## src/rtl/hanoi_pkg.sv

```systemverilog
// Shared types, peg constants and small helpers for the Tower of Hanoi move sequencer.
package hanoi_pkg;

  typedef enum logic [1:0] {
    IDLE = 2'd0,
    RUN  = 2'd1,
    FIN  = 2'd2
  } state_t;

  localparam logic [1:0] PEG0     = 2'd0;
  localparam logic [1:0] PEG1     = 2'd1;
  localparam logic [1:0] PEG2     = 2'd2;
  localparam logic [1:0] PEG_NONE = 2'd0;

  // Adds two residues (0..2) and folds the sum back into 0..2.
  function automatic logic [1:0] mod3_add(input logic [1:0] a, input logic [1:0] b);
    logic [2:0] s;
    s = {1'b0, a} + {1'b0, b};
    if (s >= 3'd3) return 2'(s - 3'd3);
    return s[1:0];
  endfunction

  function automatic logic [1:0] peg_swap(input logic [1:0] p, input logic en);
    if (en && p == PEG1) return PEG2;
    if (en && p == PEG2) return PEG1;
    return p;
  endfunction

endpackage

```

## src/rtl/hanoi_mod3.sv

```systemverilog
// Combinational residue modulo 3 of a W-bit unsigned value.
module hanoi_mod3
  import hanoi_pkg::*;
#(
  parameter int W = 5
) (
  input  logic [W-1:0] val,
  output logic [1:0]   res
);

  // 2^i mod 3 alternates 1,2,1,2,... so each set bit adds its weight.
  always_comb begin
    res = 2'd0;
    for (int i = 0; i < W; i++) begin
      if (val[i]) res = mod3_add(res, (i % 2 == 0) ? 2'd1 : 2'd2);
    end
  end

endmodule

```

## src/rtl/hanoi_sequencer.sv

```systemverilog
// Iterative Tower of Hanoi move generator with a valid/ready move handshake,
// move counting and per-peg disk occupancy tracking.
module hanoi_sequencer
  import hanoi_pkg::*;
#(
  parameter  int S  = 4,
  parameter  int MW = S,
  localparam int CW = $clog2(S + 1)
) (
  input  logic          clk,
  input  logic          rst,
  input  logic          start,
  input  logic [1:0]    tgt,
  input  logic          abort,
  input  logic          mv_ready,
  output logic          mv_valid,
  output logic [1:0]    fr,
  output logic [1:0]    to,
  output logic          busy,
  output logic          done,
  output logic          err,
  output logic [MW-1:0] move_cnt,
  output logic [CW-1:0] cnt0,
  output logic [CW-1:0] cnt1,
  output logic [CW-1:0] cnt2
);

  localparam int            AW         = MW + 2;
  localparam logic [AW-1:0] LAST_M     = AW'((1 << S) - 1);
  localparam logic [1:0]    NATIVE_PEG = (S % 2 == 1) ? PEG2 : PEG1;

  state_t        state;
  logic [AW-1:0] m;
  logic [AW-1:0] m_next;
  logic [MW:0]   fr_arg;
  logic [MW:0]   to_arg;
  logic [1:0]    raw_fr;
  logic [1:0]    raw_to;
  logic [1:0]    nxt_fr;
  logic [1:0]    nxt_to;
  logic [1:0]    tgt_q;
  logic [1:0]    sel_tgt;
  logic          hs;
  logic          swap;

  function automatic logic [CW-1:0] peg_cnt(input logic [CW-1:0] c, input logic [1:0] p,
                                            input logic [1:0] f, input logic [1:0] t);
    if (t == p) return c + CW'(1);
    if (f == p) return c - CW'(1);
    return c;
  endfunction

  assign hs = mv_valid & mv_ready;

  // Index of the move to present next; fr/to are registered from it.
  always_comb begin
    m_next = m;
    if (state == IDLE) m_next = AW'(1);
    else if (hs)       m_next = m + AW'(1);
  end

  assign fr_arg = (MW + 1)'(m_next & (m_next - AW'(1)));
  assign to_arg = (MW + 1)'((m_next | (m_next - AW'(1))) + AW'(1));

  hanoi_mod3 #(.W(MW + 1)) u_mod_fr (.val(fr_arg), .res(raw_fr));
  hanoi_mod3 #(.W(MW + 1)) u_mod_to (.val(to_arg), .res(raw_to));

  // The raw sequence ends on NATIVE_PEG; mirror pegs 1/2 when the target is the other one.
  assign sel_tgt = (state == IDLE) ? tgt : tgt_q;
  assign swap    = (sel_tgt != NATIVE_PEG);
  assign nxt_fr  = peg_swap(raw_fr, swap);
  assign nxt_to  = peg_swap(raw_to, swap);

  always_ff @(posedge clk or negedge rst) begin
    if (!rst) begin
      state    <= IDLE;
      m        <= AW'(1);
      tgt_q    <= PEG1;
      mv_valid <= 1'b0;
      busy     <= 1'b0;
      done     <= 1'b0;
      err      <= 1'b0;
      fr       <= PEG_NONE;
      to       <= PEG_NONE;
      move_cnt <= '0;
      cnt0     <= CW'(S);
      cnt1     <= '0;
      cnt2     <= '0;
    end else begin
      done <= 1'b0;
      err  <= 1'b0;
      case (state)
        IDLE: begin
          if (start) begin
            if (tgt == PEG1 || tgt == PEG2) begin
              state    <= RUN;
              m        <= m_next;
              tgt_q    <= tgt;
              move_cnt <= '0;
              cnt0     <= CW'(S);
              cnt1     <= '0;
              cnt2     <= '0;
              mv_valid <= 1'b1;
              busy     <= 1'b1;
              fr       <= nxt_fr;
              to       <= nxt_to;
            end else begin
              err <= 1'b1;
            end
          end
        end
        RUN: begin
          if (hs) begin
            move_cnt <= move_cnt + MW'(1);
            cnt0     <= peg_cnt(cnt0, PEG0, fr, to);
            cnt1     <= peg_cnt(cnt1, PEG1, fr, to);
            cnt2     <= peg_cnt(cnt2, PEG2, fr, to);
          end
          // A move accepted alongside abort still counts; the run then ends without done.
          if (abort || (hs && m == LAST_M)) begin
            state    <= abort ? IDLE : FIN;
            done     <= ~abort;
            mv_valid <= 1'b0;
            busy     <= 1'b0;
            fr       <= PEG_NONE;
            to       <= PEG_NONE;
          end else begin
            m  <= m_next;
            fr <= nxt_fr;
            to <= nxt_to;
          end
        end
        default: begin
          state <= IDLE;
        end
      endcase
    end
  end

endmodule

```

## config.mk

```make
export PLATFORM = sky130hd
export DESIGN_NAME = hanoi_sequencer
export DESIGN_NICKNAME = d
export VERILOG_FILES = /design/src/rtl/hanoi_pkg.sv /design/src/rtl/hanoi_mod3.sv /design/src/rtl/hanoi_sequencer.sv
export SDC_FILE = /design/constraint.sdc
export NUM_CORES = 1
export LEC_CHECK = 0
export CORE_MARGIN = 1.5
export CORE_UTILIZATION = 40
export DETAILED_ROUTE_END_ITERATION = 16
export GPL_TIMING_DRIVEN = 0
export SLEW_MARGIN = 25
export SYNTH_ARGS = -nofsm -noshare
export SYNTH_HDL_FRONTEND = slang
export SYNTH_SLANG_ARGS = --single-unit
```

## constraint.sdc

```tcl
create_clock -name clk -period 3.4 [get_ports clk]
set_clock_uncertainty 0.15 [all_clocks]
set_input_delay 0.85 -clock clk [delete_from_list [all_inputs] [get_ports clk]]
set_output_delay 0.85 -clock clk [all_outputs]
set_load 0.05 [all_outputs]
```

Yosys cells after proc, flatten, opt, wreduce, memory -nomap -nowiden
Index checks and enable logic that the tools add are counted.

word-level totals
  register bits = 30
  output and inout bits = 21

operators by class
  add/subtract/negate cells = 26
  $lt $le $gt $ge = 8
  equality and inequality tests = 21
  mux-type cells = 132
  bitwise logic cells = 4
  reductions and logical operators = 20

operator list
  operator               count
  $mux W2                43
  $mux W3                19
  $mux W1                53
  $mux W6                5
  $ge A3 B2 Y1 const B   8
  $pmux W3 S2            3
  $sub A2 B2 Y2 const B  8
  $reduce_and A5 Y1      3
  $add A2 B1 Y3 const B  4
  $eq A2 B1 Y1 const B   6
  $mux W4                3
  $pmux W2 S2            3
  $pmux W6 S2            1
  $reduce_and A4 Y1      3
  $eq A2 B2 Y1 const B   5
  $add A3 B1 Y3 const B  3
  $ne A3 B3 Y1 const B   3
  $reduce_and A3 Y1      3
  $sub A3 B1 Y3 const B  3
  $ne A2 B2 Y1 const B   4
  $pmux W4 S2            1
  $add A1 B2 Y3 const B  2
  $add A2 B2 Y3 const B  2
  $add A6 B1 Y6 const B  1
  other kinds (14)       22

Longest topological paths before layout
Gate-level depths: netlist (run 1).

  depth in word-level cells = 40
  mapped depth = 11
  gate-level depth less buffers = 11

Modules after synthesis
From an unflattened synthesis (run 1), not the netlist that was laid out.

unflattened totals
  cells, all modules = 230
  area total of the unflattened synthesis = 2187.1 µm²

by module, submodules not included
  module           instances  cells an instance  area each (µm²)  seq. area each (µm²)
  hanoi_sequencer  1          192                1864.3           754.5
  hanoi_mod3       2          19                 161.4            0.0

Least setup slack after synthesis (run 1)
No wires, ideal clock.

  kind = input -> register
  start point = in mv_ready
  end point = reg fr[0]
  setup time = 0.123 ns
  data arrival time = 2.823 ns
  required time = 3.127 ns
  setup slack = 0.305 ns
  stages on the path = 10
  path buffers = 1
  cell sequence = buf_6 and2_1 xnor2_1 or3_1 ha_1 mux2_2 ha_1 o221a_1 mux2i_1 o21ai_1

between the ends
  longest elaborated chain between the ends = 39

RTL lines
  element               RTL line                RTL
  start, declared       hanoi_sequencer.sv:15   input logic mv_ready,
  $and A1 B1 Y1 (*)     hanoi_sequencer.sv:53   assign hs = mv_valid & mv_ready;
  $mux W6               hanoi_sequencer.sv:59   else if (hs) m_next = m + AW'(1);
  $mux W6               hanoi_sequencer.sv:58   if (state == IDLE) m_next = AW'(1);
  $sub A5 B1 Y5         hanoi_sequencer.sv:62   assign fr_arg = (MW + 1)'(m_next & (m_next - AW'(1)));
  $and A5 B5 Y5         hanoi_sequencer.sv:62
  $mux W1               hanoi_mod3.sv:15        if (val[i]) res = mod3_add(res, (i % 2 == 0) ? 2'd1 : 2'd2);
  $add A1 B2 Y3         hanoi_pkg.sv:18         s = {1'b0, a} + {1'b0, b};
  $ge A3 B2 Y1          hanoi_pkg.sv:19         if (s >= 3'd3) return 2'(s - 3'd3);
  [... 22 more ...]     -
  $eq A2 B2 Y1          hanoi_pkg.sv:25         if (en && p == PEG2) return PEG1;
  $logic_and A1 B1 Y1   hanoi_pkg.sv:25
  $mux W1 (2 in a row)  hanoi_pkg.sv:25
  $mux W2               hanoi_pkg.sv:26         return p;
  $mux W2               hanoi_pkg.sv:25
  $mux W2               hanoi_sequencer.sv:95   if (tgt == PEG1 || tgt == PEG2) begin
  $mux W2               hanoi_sequencer.sv:94   if (start) begin
  $pmux W2 S2 (*)       hanoi_sequencer.sv:92   case (state)
  end signal, assigned  hanoi_sequencer.sv:105  fr <= nxt_fr;
  end signal, assigned  hanoi_sequencer.sv:129  fr <= nxt_fr;
  end, declared         hanoi_sequencer.sv:17   output logic [1:0] fr,

Mark *: on every way between the ends. The rest lies on a longest branch, timed or not. The select of a mux whose other input is x is not followed.
A chain may end at the register's enable or synchronous reset.

Worst setup path after layout (run 1)
  start point = reg m[0]
  end point = reg fr[0]

between the ends
  longest elaborated chain between the ends = 39

RTL lines
  element                 RTL line                RTL
  start, declared         hanoi_sequencer.sv:33   logic [AW-1:0] m;
  start signal, assigned  hanoi_sequencer.sv:97   m <= m_next;
  start signal, assigned  hanoi_sequencer.sv:128  m <= m_next;
  $add A6 B1 Y6           hanoi_sequencer.sv:59
  $mux W6                 hanoi_sequencer.sv:59
  $mux W6                 hanoi_sequencer.sv:58
  $sub A5 B1 Y5           hanoi_sequencer.sv:62
  $and A5 B5 Y5           hanoi_sequencer.sv:62
  $mux W1                 hanoi_mod3.sv:15
  $add A1 B2 Y3           hanoi_pkg.sv:18
  $ge A3 B2 Y1            hanoi_pkg.sv:19
  [... 22 more ...]       -
  $eq A2 B2 Y1            hanoi_pkg.sv:25
  $logic_and A1 B1 Y1     hanoi_pkg.sv:25
  $mux W1 (2 in a row)    hanoi_pkg.sv:25
  $mux W2                 hanoi_pkg.sv:26
  $mux W2                 hanoi_pkg.sv:25
  $mux W2                 hanoi_sequencer.sv:95
  $mux W2                 hanoi_sequencer.sv:94
  $pmux W2 S2 (*)         hanoi_sequencer.sv:92

Marks and branches as above.

==> flow_summary.ini, run 1 <==
[critical_path]
cp_max_fo = 4
crit_arrival_ns = 3.08
cpPeakStageDelay_ns = 0.55
rr_endpoint = fr[0]
r2r_slack_ns = 0.34
path_cells = ha_1 -> and3_1 -> a21oi_1 -> or3_1 -> inv_1 -> ha_1 -> mux2_2 -> ha_1 -> o221a_1 -> mux2i_1 -> o21ai_1
critPathSlowestCell = dfstp_2
rr_startpoint = m[0]
cpMostUsedCell = ha_1
critPathRequiredTime_ns = 3.42
worst_setup_path_start_kind = flop
worstSetupEndpointType = flop
reg2regPathDepth = 11
path_class = reg2reg

[synth]
post-synth-top-count-cell = dfrtp_1
synth_ff_type = dfrtp_1
avgSynthCellArea_um2 = 9.160
synthTopCellsByArea = dfrtp_1 30%, ha_1 7.1%, o21ai_0 4.6%, nand2_1 3.9%, mux2i_1 3.5%
synth_cell_types = 64
synth_area_um2 = 2281
synth_edf_count = 0
synth-async-reset-ratio_pct = 100.0
ys_ff_latch = 30
syn_inst = 249
syn_nets = 269
yosysTopAreaCell = dfrtp_1
synth-seq-area-share_pct = 33.08
synth_top_area_share_pct = 29.62
yosys-top-cells-count = 27 x dfrtp_1, 24 x nand2_1, 21 x o21ai_0
yosysWarningCount = 0

[drt]
drt_iter0_drc = 78
wl_um = 4870
route.detailed.drc = 0
first_pass_iters = 4
viasPerCell = 5.425
ant_nets = 0
vias = 1926
avgRoutedWirePerCell_um = 13.72

[power]
vdd_ir_drop_max_mv = 0.2706
p_per_area_nw_per_um2 = 776.1
finalPower_mw = 2.124
power.leakage_nw = 1.195

[clock_network]
path_clk_slew_ns = 0.07
cts_htree_levels = 2
cts_made_buffers = 5
cts_root_buffer = clkbuf_8
insertion_delay_ns = 0.28
clockBufferDepth = 2
cts_tree = built
cts_hold_buffers = 0
post-cts-setup-buffers = 0
cts-resized-gates = 0
clkSinkCount = 30

[sta]
maxSlewViolCount = 0
rsz0062_at_grt = no
setup-violations-final = 0
hold_ws_ns = 0.3372
worstMarginPinSlew_ns = 0.6867
fin_setup_tns_ns = 0
post-route-period-util_pct = 90.10
hold_viol = 0
relSlewSlack_pct = 54.22
fmax_ghz = 0.3264
period_needed_ns = 3.063

[floorplanning]
dieArea_um2 = 6165
fp.dieW_um = 78.52
core_area_um2 = 5507
rows = 27
initial_core_util_pct = 41.42
die_h_um = 78.52
io_pins = 28

[placement]
gp_congestion = 0.7984
port_buffers = 26
post-dp-hpwl_um = 3671
place_area_um2 = 2626

[hold_path]
worst_hold_path.endpoint = tgt_q[0]
hold_start = tgt_q[0]
min_path_type = reg2reg
min_delay_path_depth = 2

[final_layout]
antenna-diode-count = 0
nets = 302
area_delta_synth_final_pct = 19.97
finalInstanceArea_um2 = 2736
drive_above_1_share_pct = 17.67

[global_routing]
grt_max_degree = 31
grt.overflow.total = 0
grt_pass1_vias = 1781
grt.total_usage_pct = 17.46
grt_pass1_wl_um = 8549
antenna_found_initial = 0

[run_status]
status = completed

[job]
maxCapViolations = 0
[worst max-delay path, delay by kind of cell, from the launching register on]
kind | cells | cell delay, ns
AO/OA/AOI/OAI | 3 | 0.63
adder cells (fa/ha/maj) | 3 | 0.78
buffers and inverters | 1 | 0.06
flip-flops | 1 | 0.55
multiplexers | 2 | 0.38
AND/OR/NAND/NOR | 2 | 0.38
[layout by cell type (no fill, tap or decap), drive strengths merged, types with 3 or more instances in the layout]
cell type,instances
buf,10
or3,6
nor2b,4
ha,13
mux2i,9
nor2,17
or2b,4
dfrtp,27
a21oi,10
dfstp,3
mux2,3
and3,4
nand3,8
nand2,28
xor2,4
xnor2,6
clkbuf,9
nand2b,4
nor4,3
a31oi,6
o31ai,3
o21ai,26
clkdlybuf4s50,25
o311ai,3
inv,16
[worst max path at each step]
stage | from | slack [ns] | endpoint | cells after the start
after CTS | m[0] | 0.34 | fr[0] | 11
after global placement | mv_ready | 0.14 | fr[0] | 10
after detailed placement | mv_ready | 0.15 | fr[0] | 10
final | m[0] | 0.34 | fr[0] | 11
after global routing | m[0] | 0.16 | fr[1] | 11
after floorplan | mv_ready | 0.30 | fr[0] | 10
[stage by stage]
stage / util [%] / instances / setup slack [ns]
after floorplan: - / 249 / 0.3046
after CTS: 49.69 / 355 / 0.3381
final: 49.69 / 355 / 0.3367
after global placement: 47.78 / 347 / 0.1400
after global routing: 49.69 / 355 / 0.1592
after detailed placement: 47.69 / 347 / 0.1521
[area by class of cell]
| cell class | instances | area [um^2] |
|---|---|---|
| Clock buffer | 8 | 110.1 |
| Inverter | 16 | 60.06 |
| Sequential cell | 30 | 754.5 |
| Buffer | 10 | 73.82 |
| Fill cell | 492 | 2770 |
| Tap cell | 72 | 90.09 |
| Multi-Input combinational cell | 193 | 1393 |
| Timing Repair Buffer | 26 | 255.2 |
[sequential cells by signal (all words and copies together), names as in the netlist]
name / cells
busy: 1
cnt0: 3
cnt1: 3
cnt2: 3
done: 1
err: 1
fr: 2
m: 6
move_cnt: 4
state: 2
tgt_q: 2
to: 2
[logic make-up (layout without fill, tap and decap cells)]
logic type,after synthesis,count (layout),share of synthesized area [%]
flip-flops,30,30,33.08
multiplexers,12,12,5.979
adder cells (fa/ha/maj),13,13,7.131
AND/OR/NAND/NOR,89,89,22.38
XOR/XNOR,10,10,4.499
AO/OA/AOI/OAI,69,69,21.06
buffers and inverters,26,60,5.870
[power by group]
part	switching (mW)	internal, mW	leakage, nW	total, mW
logic	0.752	0.479	0.746	1.23
registers	0.0951	0.455	0.391	0.550
clock network	0.137	0.204	0.0575	0.341
[metal layers]
layer,vias up,routed length (um),track usage (%)
met3,6,242,3.023
met2,45,2251,27.84
met1,916,2291,23.54
li1,959,-,-
met4,0,85,6.429
met5,-,0,0
Power figures use the tool's default switching activity.
==> run 2: changes to the inputs <==
- SLEW_MARGIN: 25 -> not set
- clock period: 3.4 -> 3.92 ns (I/O delays scaled with it)
==> results of run 2 <==
The final DEF is identical to that of run 1. Status: completed.
Among the figures that moved: setup slack after placement 0.1521 ns -> 0.5421 ns; clock-pin slew on the worst setup and hold paths 0.07 ns -> 0.06 ns; setup slack after layout 0.3367 ns -> 0.8304 ns; start point of the critical path m[0] -> mv_ready; register-to-register setup slack 0.34 ns -> 0.86 ns; total power 2.124 mW -> 1.842 mW; worst IR drop on VDD 0.2706 mV -> 0.2347 mV
==> run 3: changes to the inputs <==
- clock period: 3.92 -> 2.7 ns (I/O delays scaled with it)
==> run 3 against run 2 <==
The flow now finishes with violations (negative setup slack); highest routed layer unchanged; via count is 2.3% higher; flip-flop and latch count stayed put; global-route usage is 1.3 points higher; wire length is 9.1% higher.
==> flow_summary.ini, run 3 (synthesis results as in run 1) <==
[power]
p_int_mw = 1.522
p_comb_share_pct = 63.2
power_switching_mw = 1.344
pwr-share-clk_pct = 12.2
p_per_area_nw_per_um2 = 955.5
swShare_pct = 46.89
vdd_ir_drop_max_mv = 0.5029
power_frac_seq_pct = 24.6
power.leakage_nw = 1.250

[floorplanning]
initial_core_util_pct = 41.42
dieArea_um2 = 6165
rows = 27
fp.dieW_um = 78.52
die_h_um = 78.52
core_area_um2 = 5507
io_pins = 28

[critical_path]
path_delay_family = flip-flops
worstSetupEndpointType = flop
path_buf_inv = 0
crit_arrival_ns = 2.74
path_cells = ha_4 -> and3_4 -> a21oi_4 -> or3_4 -> ha_4 -> mux2_4 -> ha_4 -> o221a_4 -> mux2i_1 -> o21ai_1
critPathSlowestCell = dfstp_2
reg2regPathDepth = 10
r2r_slack_ns = -0.03
path_depth = 10
cpPeakStageDelay_ns = 0.57
rr_endpoint = fr[0]
crit_start = m[0]
cpMostUsedCell = ha_4
critPathRequiredTime_ns = 2.72
path_class = reg2reg
worst_setup_path_start_kind = flop
cp_max_fo = 4
cp-endpoint = fr[0]
rr_startpoint = m[0]

[final_layout]
nets = 311
largest_reg_flops = 6
area_delta_synth_final_pct = 31.54
drive_above_1_share_pct = 28.08
biggestRegsByFlops = m (6), move_cnt (4)
finalInstanceArea_um2 = 3000
fill_cells = 528
final_cell_mix = 26 x dfrtp_1, 23 x nand2_1, 23 x clkdlybuf4s50_1
largest_register = m
antenna-diode-count = 0
final_common_cell = dfrtp_1

[sta]
relSlewSlack_pct = 53.60
period_needed_ns = 2.727
setup-violations-final = 2
hold_viol = 0
worstMarginPinSlew_ns = 0.6961
rsz0062_at_grt = yes
maxSlewViolCount = 0
fmax_ghz = 0.3667
hold_ws_ns = 0.2823
post-route-period-util_pct = 101.0
setup_slack_ns = -0.02703

[clock_network]
cts_tree = built
path_clk_slew_ns = 0.07
insertion_delay_ns = 0.28
clockBufferDepth = 2
cts_root_buffer = clkbuf_8
cts_hold_buffers = 0
clkSinkCount = 30
cts_made_buffers = 5
cts_htree_levels = 2

[run_status]
violations = negative setup slack
status = finished with violations

[drt]
viasPerCell = 5.415
ant_nets = 0
wl_um = 5313
first_pass_iters = 4
avgRoutedWirePerCell_um = 14.60
drt_iter0_drc = 44
route.detailed.drc = 0
vias = 1971

[global_routing]
use_met2_pct = 31.72
met1_usage_pct = 23.09
antenna_found_initial = 0
grt.overflow.total = 0
gr-max-usage-layer = met2
grt_pass1_vias = 1975
grt_max_degree = 31
grt.total_usage_pct = 18.78
grt_pass1_wl_um = 9204
use_met3_pct = 4.070

[placement]
gp_congestion = 0.7975
place_area_um2 = 2701
post-dp-hpwl_um = 3850
port_buffers = 26

[job]
maxCapViolations = 0

[hold_path]
min_path_type = in2async
## run 3: what timing repair did
item                       CTS  global route
buffers inserted             3             6
pin swaps                    3             5
resized for setup           16            18
setup endpoints to repair    4             7
## run 3: how the worst min path moves through the flow
stage	end	cells past startpoint	slack, ns
6_report	cnt1[0]	1	0.28
5_1_grt	cnt1[0]	1	0.34
4_1_cts	cnt1[0]	1	0.30
3_5_place_dp	tgt_q[0]	2	0.33
3_3_place_gp	tgt_q[0]	2	0.32
2_1_floorplan	busy	0	0.23
## run 3: layout make-up
type                    count  area, um^2  share of cell area [%]
multi-input cells         193        1590                   53.00
flip-flops and latches     30       755.7                   25.19
repair buffers             35       327.8                   10.93
plain buffers              10       96.34                   3.211
well taps                  72       90.09                   3.002
clock buffers               8       80.08                   2.669
inverters                  16       60.06                   2.002
## run 3: power by group through the flow
| stage | registers, mW | logic [mW] | clock network (mW) |
|---|---|---|---|
| after floorplan | 0.982 | 0.913 | 0 |
| after global placement | 0.702 | 1.60 | 0 |
| after detailed placement | 0.702 | 1.61 | 0 |
| after CTS | 0.702 | 1.72 | 0.356 |
| after global routing | 0.727 | 1.97 | 0.380 |
| final | 0.705 | 1.81 | 0.349 |
## run 3: stage by stage
step	total power [mW]	utilization, %	std cells	setup WS [ns]	setup TNS (ns)
after floorplan	1.896	-	249	-0.03284	-0.06551
after global placement	2.303	49.15	347	-0.2902	-1.507
after detailed placement	2.312	49.06	347	-0.3077	-1.672
after CTS	2.781	52.42	358	-0.004317	-0.005840
after global routing	3.081	54.49	364	-0.09483	-0.3380
final	2.867	54.49	364	-0.02703	-0.04784
## run 3: routing by layer
metal	routed length [um]	part of all wire, %	up-vias
met4	98	1.8	0
met1	2384	45	943
met3	191	3.6	10
li1	-	-	978
met2	2639	50	40
met5	0	0	-
